**src/rtl/bsg_wormhole_packet_tx.sv**
```systemverilog
// Wormhole packet injector: takes one wide message per handshake and emits a header
// flit followed by back-to-back body flits toward a wormhole router input port.
module bsg_wormhole_packet_tx #(
   parameter int width_p             = 32,
   parameter int x_cord_width_p      = 4,
   parameter int y_cord_width_p      = 4,
   parameter int len_width_p         = 4,
   parameter int max_payload_flits_p = 4,
   parameter bit header_on_lsb_p     = 1'b1,
   localparam int hdr_data_width_lp  = width_p - x_cord_width_p - y_cord_width_p - len_width_p
) (
   input  logic                                   clk_i,
   input  logic                                   reset_n_i,
   input  logic                                   v_i,
   output logic                                   ready_o,
   input  logic [x_cord_width_p-1:0]              dest_x_i,
   input  logic [y_cord_width_p-1:0]              dest_y_i,
   input  logic [len_width_p-1:0]                 len_i,
   input  logic [hdr_data_width_lp-1:0]           hdr_data_i,
   input  logic [max_payload_flits_p*width_p-1:0] payload_i,
   output logic                                   v_o,
   output logic [width_p-1:0]                     data_o,
   input  logic                                   ready_i
);

   typedef enum logic [1:0] {IDLE, HDR, BODY} state_e;

   localparam logic [len_width_p-1:0] max_len_lp = len_width_p'(max_payload_flits_p);
   localparam logic [len_width_p-1:0] max_idx_lp = len_width_p'(max_payload_flits_p - 1);

   state_e                               state_r, state_n;
   logic [len_width_p-1:0]               cnt_r, len_r, body_idx;
   logic [x_cord_width_p-1:0]            x_r;
   logic [y_cord_width_p-1:0]            y_r;
   logic [hdr_data_width_lp-1:0]         hdr_data_r;
   logic [max_payload_flits_p*width_p-1:0] payload_r;
   logic [width_p-1:0]                   header, body_flit;
   logic                                 xfer, last_xfer, accept;

   assign v_o     = (state_r != IDLE);
   assign xfer    = v_o & ready_i;
   assign ready_o = (state_r == IDLE) | last_xfer;
   assign accept  = v_i & ready_o;

   always_comb begin
      // NOTE: every always_comb output gets a default first so no path leaves it unassigned (no latch).
      last_xfer = 1'b0;
      if (xfer) begin
         if (state_r == HDR)  last_xfer = (len_r == '0);
         if (state_r == BODY) last_xfer = (cnt_r == len_r - len_width_p'(1));
      end
   end

   always_comb begin
      state_n = state_r;
      if (accept)                      state_n = HDR;
      else if (last_xfer)              state_n = IDLE;
      else if (xfer && state_r == HDR) state_n = BODY;
   end

   always_ff @(posedge clk_i or negedge reset_n_i) begin
      // NOTE: sequential state uses non-blocking assignments so every register samples pre-edge values.
      if (!reset_n_i) begin
         state_r <= IDLE;
         cnt_r   <= '0;
         len_r   <= '0;
      end else begin
         state_r <= state_n;
         if (accept) begin
            cnt_r <= '0;
            len_r <= len_i;
         end else if (xfer && state_r == BODY) begin
            cnt_r <= cnt_r + len_width_p'(1);
         end
      end
   end

   // NOTE: the message datapath is deliberately left without reset; it is only read after a capture.
   always_ff @(posedge clk_i) begin
      if (accept) begin
         x_r        <= dest_x_i;
         y_r        <= dest_y_i;
         hdr_data_r <= hdr_data_i;
         payload_r  <= payload_i;
         assert (len_i <= max_len_lp)
            else $error("bsg_wormhole_packet_tx: len_i=%0d exceeds capacity %0d", len_i, max_payload_flits_p);
      end
   end

   always_comb begin
      if (header_on_lsb_p) header = {hdr_data_r, len_r, y_r, x_r};
      else                 header = {x_r, y_r, len_r, hdr_data_r};
   end

   // Illegal oversize lengths keep resending the final payload slot rather than indexing out of range.
   assign body_idx = (cnt_r > max_idx_lp) ? max_idx_lp : cnt_r;

   always_comb begin
      body_flit = '0;
      for (int k = 0; k < max_payload_flits_p; k++) begin
         if (body_idx == len_width_p'(k)) body_flit = payload_r[k*width_p +: width_p];
      end
   end

   always_comb begin
      unique case (state_r)
         HDR:     data_o = header;
         BODY:    data_o = body_flit;
         default: data_o = '0;
      endcase
   end

endmodule

```
**config.mk**
```make
export PLATFORM = sky130hd
export DESIGN_NAME = bsg_wormhole_packet_tx
export DESIGN_NICKNAME = d
export VERILOG_FILES = /design/src/rtl/bsg_wormhole_packet_tx.sv
export SDC_FILE = /design/constraint.sdc
export NUM_CORES = 1
export LEC_CHECK = 0
export CAP_MARGIN = 10
export CELL_PAD_IN_SITES_DETAIL_PLACEMENT = 2
export CELL_PAD_IN_SITES_GLOBAL_PLACEMENT = 2
export CORE_MARGIN = 2
export CORE_UTILIZATION = 35
export CTS_BUF_LIST = sky130_fd_sc_hd__clkbuf_2
export CTS_CLUSTER_SIZE = 10
export DETAILED_ROUTE_END_ITERATION = 8
export PLACE_DENSITY_LB_ADDON = 0.1
export SYNTH_ARGS = -nofsm -noshare
export SYNTH_HDL_FRONTEND = slang
export SYNTH_SLANG_ARGS = --single-unit
```
**constraint.sdc**
```tcl
create_clock -name clk_i -period 11.85 [get_ports clk_i]
set_clock_uncertainty 0.15 [all_clocks]
set_input_delay 2.37 -clock clk_i [delete_from_list [all_inputs] [get_ports clk_i]]
set_output_delay 2.37 -clock clk_i [all_outputs]
set_load 0.005 [all_outputs]
```
==> After elaboration in Yosys (flattened, before gate mapping) <==
Index checks and enable logic that the tools add are counted.
W data, S select, Z words.
{ "op_classes": {"add_sub_neg": 2, "mul": 0, "n_div": 0, "n_lt_le_gt_ge": 1, "eq_ne": 6, "shift": 0, "n_mux": 14, "n_bitwise": 3, "reduce_logical": 8} }
{ "ops": {"columns": ["operator", "count"], "rows": [
  ["$mux W32", 4],
  ["$pmux W32 S2", 1],
  ["$mux W4", 3],
  ["$eq A4 B2 Y1 const B", 2],
  ["$logic_not A4 Y1", 2],
  ["$mux W2", 3],
  ["$add A4 B1 Y4 const B", 1],
  ["$eq A4 B1 Y1 const B", 1],
  ["$eq A4 B4 Y1", 1],
  ["$gt A4 B2 Y1 const B", 1],
  ["$reduce_bool A2 Y1", 2],
  ["$sub A4 B1 Y4 const B", 1],
  ["$mux W1", 3],
  ["$reduce_bool A3 Y1", 1],
  ["$and A1 B1 Y1", 2],
  ["$eq A2 B1 Y1 const B", 1],
  ["$eq A2 B2 Y1 const B", 1],
  ["$logic_and A1 B1 Y1", 2],
  ["$logic_not A2 Y1", 1],
  ["$or A1 B1 Y1", 1]
]} }
{ "totals": {"ff_bits": 166, "latchBits": 0, "mem_bits_rw": 0, "mem_bits_ro": 0, "in_bits": 164, "output_inout_bits": 34, "wordCells": 41, "n_memories": 0} }

==> Depth between registers and ports, before layout <==
Gate-level depths: netlist of run 1.
{ "logic_depth": {"word_depth": 8, "mapped_depth": 8, "ltp_nobuf": 7} }

==> Worst setup path before layout of run 1 <==
Ideal clock, no wire load.
{ "synth_timing": {"path_kind": "input to register", "start": "input ready_i", "end": "register len_r[0]", "setup_time_ps": 77, "arrival_time_ps": 5997, "required_time_ps": 11623, "setup_slack_ps": 5625, "stages": 4, "n_path_buf": 0, "cell_sequence": "nor2b_1 > o211ai_1 > o22ai_4 > mux2_4"} }
{ "synth_between": {"elab_chain_len": 4} }
{ "synth_lines": {"columns": ["element", "line", "rtl"], "rows": [
  ["start, declared", "23", "input logic ready_i"],
  ["$and A1 B1 Y1", "41", "assign xfer = v_o & ready_i;"],
  ["$mux W1", "48", "if (xfer) begin"],
  ["$or A1 B1 Y1", "42", "assign ready_o = (state_r == IDLE) | last_xfer;"],
  ["$and A1 B1 Y1", "43", "assign accept = v_i & ready_o;"],
  ["net accept", "38", "logic xfer, last_xfer, accept;"],
  ["end signal, assigned", "71", "len_r <= len_i;"],
  ["end, declared", "32", "logic [len_width_p-1:0] cnt_r, len_r, body_idx;"]
]} }
The timed path passes the listed nets, and every way through them passes these cells.
A chain may end at the register's enable or synchronous reset.

==> Worst setup path after layout of run 1 <==
{ "layout_timing": {"start": "register cnt_r[2]", "end": "output data_o[18]"} }
{ "layout_between": {"elab_chain_len": 8, "word_cells_on_any_way": 11, "classes_between": "order compare (1); eq/ne (3); mux (6); reduce/logical (1)"} }
{ "layout_lines": {"columns": ["element", "line", "rtl"], "rows": [
  ["start, declared", "32", null],
  ["start signal, assigned", "73", "cnt_r <= cnt_r + len_width_p'(1);"],
  ["$gt A4 B2 Y1", "96", "assign body_idx = (cnt_r > max_idx_lp) ? max_idx_lp : cnt_r;"],
  ["$mux W4 (*)", "96", null],
  ["$logic_not A4 Y1", "101", "if (body_idx == len_width_p'(k)) body_flit = payload_r[k*width_p +: width_p];"],
  ["$mux W32 (3 in a row)", "101", null],
  ["$mux W32 (*)", "101", null],
  ["$pmux W32 S2 (*)", "106", "unique case (state_r)"],
  ["end, declared", "22", "output logic [width_p-1:0] data_o,"]
]} }
Every way passes the cells marked *; elsewhere a longest branch is shown, timed or not.

==> impl_metrics.yaml, run 1 <==
run_status:
  status: "finished, final reports clean"
timing:
  hold_viol: 0
  tightest_slew_ns: 1.15
  relSlewSlack_pct: 23.4
  setup_tns_ns: 0
  fin_crit_sh_pct: 55.1
  fin_crit_ns: 6.53
  final_max_slew_viol_count: 0
  max_freq_ghz: 0.153
  rsz0062_at_grt: "no"
  holdWs_ns: 0.474
  setup_viol: 0
setup_path:
  critPathLaunchType: "flip-flop"
  rr_worst_depth: 7
  worstSetupPathType: "flip-flop to output port"
  end_kind: "output port"
  rrSetupSlack_ns: 8.26
  worstPathRequired_ns: 9.33
  reg2reg_to: "y_r[1]"
  cp_max_fo: 33
  r2r_start: "state_r[1]"
  crit_arrival_ns: 4.01
clocking:
  cts_htree_levels: 4
  cts_setup_buffers: 0
  postCtsResizedCells: 0
  cts_hold_buffers: 0
  numCtsBuffers: 17
  cts_sinks: 166
  path_clk_slew_ns: 0.23
  cts_tree: "done"
  cts_buffer_depth: 2
  worst_skew_pair.late_latency_ns: 0.72
  root_buffer: "clkbuf_2"
worst_hold_path:
  hp-class: "flip-flop to flip-flop"
  min_from: "state_r[0]"
  hold_depth: 2
  worst_hold_path.endpoint: "state_r[0]"
run:
  cap_violations: 0
routing:
  drt-vias-per-instance: 5.08
  first_pass_iters: 4
  postRouteAntennaNets: 0
  drt-initial-drc-count: 230
  vias: 4467
  wl_per_cell_um: 22.6
  drt_wl_total_mm: 19.9
  post-route-drc-count: 0
power_and_ir_drop:
  vdd_ir_drop_max_v: 0.000128
  powerDensity_nw_per_um2: 211
  p_leak_nw: 3.03
placement:
  place.gp.congestion: 0.746
  place_inst: 846
  dp_hpwl_mm: 12.9
  port_buffers: 197
floorplan:
  ios: 198
  core_sq_um: 18900
  dieWidth_um: 143
  die_area_sq_um: 20500
  row_count: 50
  initial_core_util_pct: 35.9
  die-height_um: 143
yosys:
  synth_cells: 415
  postSynthAreaPerCell_sq_um: 16.4
  synth.distinct_cells: 33
  ys_warn_count: 0
  syn_area_sq_um: 6790
  syn_nets: 584
  yosys_register_bits: 166
  seq_area_frac_synth_pct: 72.7
cells_and_area:
  final_cells: 879
  nNetsFinal: 775
  fillCellCount: 1821
  area_growth_pct: 36.8
  drive_gt1_share_pct: 12.9
global_routing:
  grt_pass1_wl_mm: 29.7
  grt_antenna_before_repair: 4
  grt_max_degree: 87
  grt_remaining_overflow: 0
  grt_use_total_pct: 19.9
  grt_pass1_vias: 5125
## registers in the layout, indices dropped and copies added (netlist names)
| register | count |
|---|---|
| state_r | 2 |
| x_r | 4 |
| y_r | 4 |
| cnt_r | 4 |
| len_r | 4 |
| hdr_data_r | 20 |
| payload_r | 128 |
## per-layer routing
metal  GRT usage (%)  up-vias  part of all wire [%]
met1            23.1     2301                    40
met3            6.41       10                   6.4
met5               0        -                 0.060
met4            4.33        2                  0.64
li1                -     2024                     -
met2            36.0      130                    53
## where the power goes
group          switching [mW]  total (mW)  internal, mW
registers              0.0683       0.863         0.794
logic                   0.376       0.748         0.373
clock network           0.209       0.351         0.142
## cells in the final DEF, fill, tap and decap left out, types with 2 or more instances in the layout
cell type / count
dfrtp_2: 2
ha_1: 3
xnor2_1: 5
buf_4: 3
o21ai_0: 3
o22a_1: 32
o211ai_1: 2
dfrtp_1: 8
o221ai_1: 32
a21boi_1: 9
nand3_1: 4
edfxtp_1: 156
clkbuf_2: 17
ha_2: 2
inv_6: 3
clkdlybuf4s50_1: 197
clkinv_2: 2
mux2_2: 32
bufinv_16: 4
nor2_1: 8
mux2_4: 4
inv_8: 2
xor2_1: 4
inv_1: 7
nand2_1: 37
a21boi_0: 23
## cell usage after synthesis
cell type	count	area, sq um
edfxtp_1	156	4680
nand2_1	37	139
mux2_2	32	360
o221ai_1	32	280
o22a_1	32	280
a21boi_0	23	173
clkbuf_1	14	52.6
dfrtp_1	10	250
a21boi_1	9	67.6
nor2_1	8	30.0
buf_4	7	52.6
inv_1	7	26.3
ha_1	5	62.6
xnor2_1	5	43.8
buf_1	4	15.0
buf_2	4	20.0
mux2_4	4	60.1
nand3_1	4	20.0
xor2_1	4	35.0
o21ai_0	3	15.0
nand2b_1	2	12.5
o211ai_1	2	15.0
a21o_1	1	7.51
a21oi_1	1	5.00
a21oi_2	1	8.76
a22oi_1	1	7.51
a31oi_1	1	6.26
nand3_2	1	10.0
nor2b_1	1	6.26
nor3_1	1	5.00
nor3_2	1	10.0
o22ai_4	1	20.0
or2_1	1	6.26
## per-stage QoR
stage	worst slack [ns]	power, mW	cell area (sq um)	utilization (%)
after CTS	5.15	1.99	9270	49.1
final	5.32	1.96	9290	49.2
after global routing	4.94	2.08	9290	49.2
after global placement	5.51	1.60	8980	47.6
after floorplan	5.63	1.29	6790	-
after detailed placement	5.46	1.63	8980	47.6
## worst max-delay path, cell delays in order (launching register included)
cell and delay, ns:
dfrtp_1 0.48, or2_2 0.64, a21oi_4 1.00, o221ai_1 0.25, a21boi_0 0.36, clkdlybuf4s50_1 0.57
## layout make-up
class / instances / area [sq um] / area share (%)
Antenna cell: 1 / 2.50 / 0.0269
Timing Repair Buffer: 201 / 2010 / 21.6
Sequential cell: 166 / 4940 / 53.2
Clock buffer: 17 / 85.1 / 0.916
Inverter: 7 / 26.3 / 0.283
Multi-Input combinational cell: 213 / 1700 / 18.3
Tap cell: 260 / 325 / 3.50
Clock inverter: 14 / 199 / 2.14
## cells by family after synthesis
group / after synthesis / share of synthesized area (%)
simple gates: 56 / 3.52
flops: 166 / 72.7
mux: 36 / 6.19
fa+ha+maj: 5 / 0.922
xor+xnor: 9 / 1.16
compound gates: 107 / 13.1
buf+inv: 36 / 2.45
## how the worst max path moves through the flow
stage	from	slack, ns	to
floorplan	ready_i	5.63	len_r[0]
finish	cnt_r[2]	5.32	data_o[18]
global placement	ready_i	5.51	ready_o
global route	cnt_r[2]	4.94	data_o[18]
CTS	cnt_r[3]	5.15	data_o[18]
detailed placement	ready_i	5.46	ready_o
Note: power is estimated with default switching activity, not from simulation.
==> inputs of run 2 (changes only) <==
--- a/config.mk
+++ b/config.mk
@@ -9,7 +9,7 @@
 export CELL_PAD_IN_SITES_DETAIL_PLACEMENT = 2
 export CELL_PAD_IN_SITES_GLOBAL_PLACEMENT = 2
 export CORE_MARGIN = 2
-export CORE_UTILIZATION = 35
+export CORE_UTILIZATION = 30
 export CTS_BUF_LIST = sky130_fd_sc_hd__clkbuf_2
 export CTS_CLUSTER_SIZE = 10
 export DETAILED_ROUTE_END_ITERATION = 8
==> constraint.sdc (replaced) <==
create_clock -name clk_i -period 5.8 [get_ports clk_i]
set_clock_uncertainty 0.15 [all_clocks]
set_input_delay 1.16 -clock clk_i [delete_from_list [all_inputs] [get_ports clk_i]]
set_output_delay 1.16 -clock clk_i [all_outputs]
set_load 0.005 [all_outputs]
==> run 2 against run 1 <==
- critical path depth unchanged
- via count down 0.29%
- first-iteration DRC count is 16% higher
- die area increased by 16%
- total power up 100%
- worst setup slack got worse by 4.8 ns
- routed wire length shrank 1.4%
- critical endpoint is now data_o[3]
- highest routed layer is now met4
==> impl_metrics.yaml, run 2 (synthesis gave the netlist of run 1 again) <==
run_status:
  status: "finished, final reports clean"
power_and_ir_drop:
  power_mw: 3.98
  comb_power_share_pct: 38.9
  swShare_pct: 34.4
  vdd_ir_drop_max_v: 0.000170
  pwr-share-seq_pct: 43.9
  netSwitchingPower_mw: 1.37
  powerDensity_nw_per_um2: 426
  p_clk_share_pct: 17.2
  p_leak_nw: 3.03
  p_int_mw: 2.61
cells_and_area:
  final_cell_mix: "clkdlybuf4s50_1, edfxtp_1, nand2_1"
  final_cells: 908
  top_regs: "payload_r (128), hdr_data_r (20)"
  finalInstanceArea_sq_um: 9330
  regMostFlops: "payload_r"
  area_growth_pct: 37.4
  nNetsFinal: 776
  drive_gt1_share_pct: 13.2
  layout_commonest_cell: "clkdlybuf4s50_1"
  fin_util_pct: 41.6
  largest_reg_flops: 128
timing:
  relSlewSlack_pct: 21.3
  final_max_slew_viol_count: 0
  max_freq_ghz: 0.189
  hold_viol: 0
  rsz0062_at_grt: "no"
  setup_viol: 0
  timing.final.ws_setup_ns: 0.512
  fin_crit_sh_pct: 91.2
  holdWs_ns: 0.462
  tightest_slew_ns: 1.18
  setup_tns_ns: 0
  fin_crit_ns: 5.29
floorplan:
  row_count: 55
  dieWidth_um: 154
  die_area_sq_um: 23800
  die-height_um: 154
  ios: 198
  core_sq_um: 22400
  initial_core_util_pct: 30.3
setup_path:
  rr_worst_depth: 8
  worstPathRequired_ns: 4.49
  critPathLaunchType: "flip-flop"
  r2r_start: "state_r[1]"
  worstSetupPathType: "flip-flop to output port"
  end_kind: "output port"
  crit_arrival_ns: 3.98
  rrSetupSlack_ns: 2.40
  reg2reg_to: "len_r[2]"
  cp_max_fo: 33
routing:
  post-route-drc-count: 0
  postRouteAntennaNets: 0
  drt-vias-per-instance: 4.91
  wl_per_cell_um: 21.6
  first_pass_iters: 4
  drt-initial-drc-count: 266
  vias: 4454
  drt_wl_total_mm: 19.6
worst_hold_path:
  min_from: "state_r[0]"
  hold_depth: 2
  worst_hold_path.endpoint: "state_r[0]"
  hp-class: "flip-flop to flip-flop"
global_routing:
  grt_pass1_vias: 5162
  grt_antenna_before_repair: 3
  grt_max_degree: 104
  grt_remaining_overflow: 0
  grt_use_total_pct: 16.8
  grt_pass1_wl_mm: 29.9
placement:
  place_inst: 872
  place.gp.congestion: 0.700
  pre_cts_slack_ns: 1.29
  port_buffers: 197
  dp_hpwl_mm: 12.9
  post_dp_cell_area_sq_um: 9040
clocking:
  numCtsBuffers: 17
  cts_tree: "done"
  cts_setup_buffers: 0
  cts_sinks: 166
  postCtsResizedCells: 0
  path_clk_slew_ns: 0.25
  cts_htree_levels: 4
  worst_skew_pair.late_latency_ns: 0.71
  cts_hold_buffers: 0
  cts_buffer_depth: 2
  root_buffer: "clkbuf_2"
run:
  cap_violations: 0
==> run 2: cell types whose count changed in the layout (fill, tap and decap cells not counted), sizes merged <==
| cell | before | now |
|---|---|---|
| clkinvlp | 1 | 0 |
| buf | 4 | 5 |
| bufinv | 4 | 2 |
| diode | 1 | 3 |
| inv | 12 | 16 |
==> run 2: critical path, cell delays in order, from the launching register on <==
cell	delay, ns
dfrtp_1	0.47
or2_2	0.66
a21oi_4	1.03
o221ai_1	0.21
a21boi_0	0.32
clkdlybuf4s50_1	0.56
==> run 2: worst max-delay path by stage <==
stage,from,to
after floorplan,ready_i,len_r[0]
after global placement,cnt_r[3],data_o[3]
after detailed placement,cnt_r[3],data_o[3]
after CTS,cnt_r[3],data_o[3]
after global routing,cnt_r[3],data_o[3]
final,cnt_r[3],data_o[3]
==> run 2: per-layer routing <==
layer,vias to the layer above,GRT usage (%),share of wire (%)
met5,-,0,0
met4,0,4.50,0.94
met3,15,5.88,7.3
met2,149,28.4,49
met1,2260,20.6,43
li1,2030,-,-
==> run 2: layout make-up <==
class / count / area, sq um
Inverter: 7 / 26.3
Sequential cell: 166 / 4940
Fill cell: 2210 / 13100
Antenna cell: 3 / 7.51
Tap cell: 285 / 357
Clock buffer: 17 / 85.1
Multi-Input combinational cell: 213 / 1700
Clock inverter: 15 / 184
Timing Repair Buffer: 202 / 2030
==> run 2: power groups by stage <==
stage / combinational, mW / clock [mW] / sequential, mW
3_3_place_gp: 1.53 / 0 / 1.77
4_1_cts: 1.58 / 0.720 / 1.75
5_1_grt: 1.69 / 0.766 / 1.78
2_1_floorplan: 0.901 / 0 / 1.73
3_5_place_dp: 1.57 / 0 / 1.78
6_report: 1.55 / 0.684 / 1.75
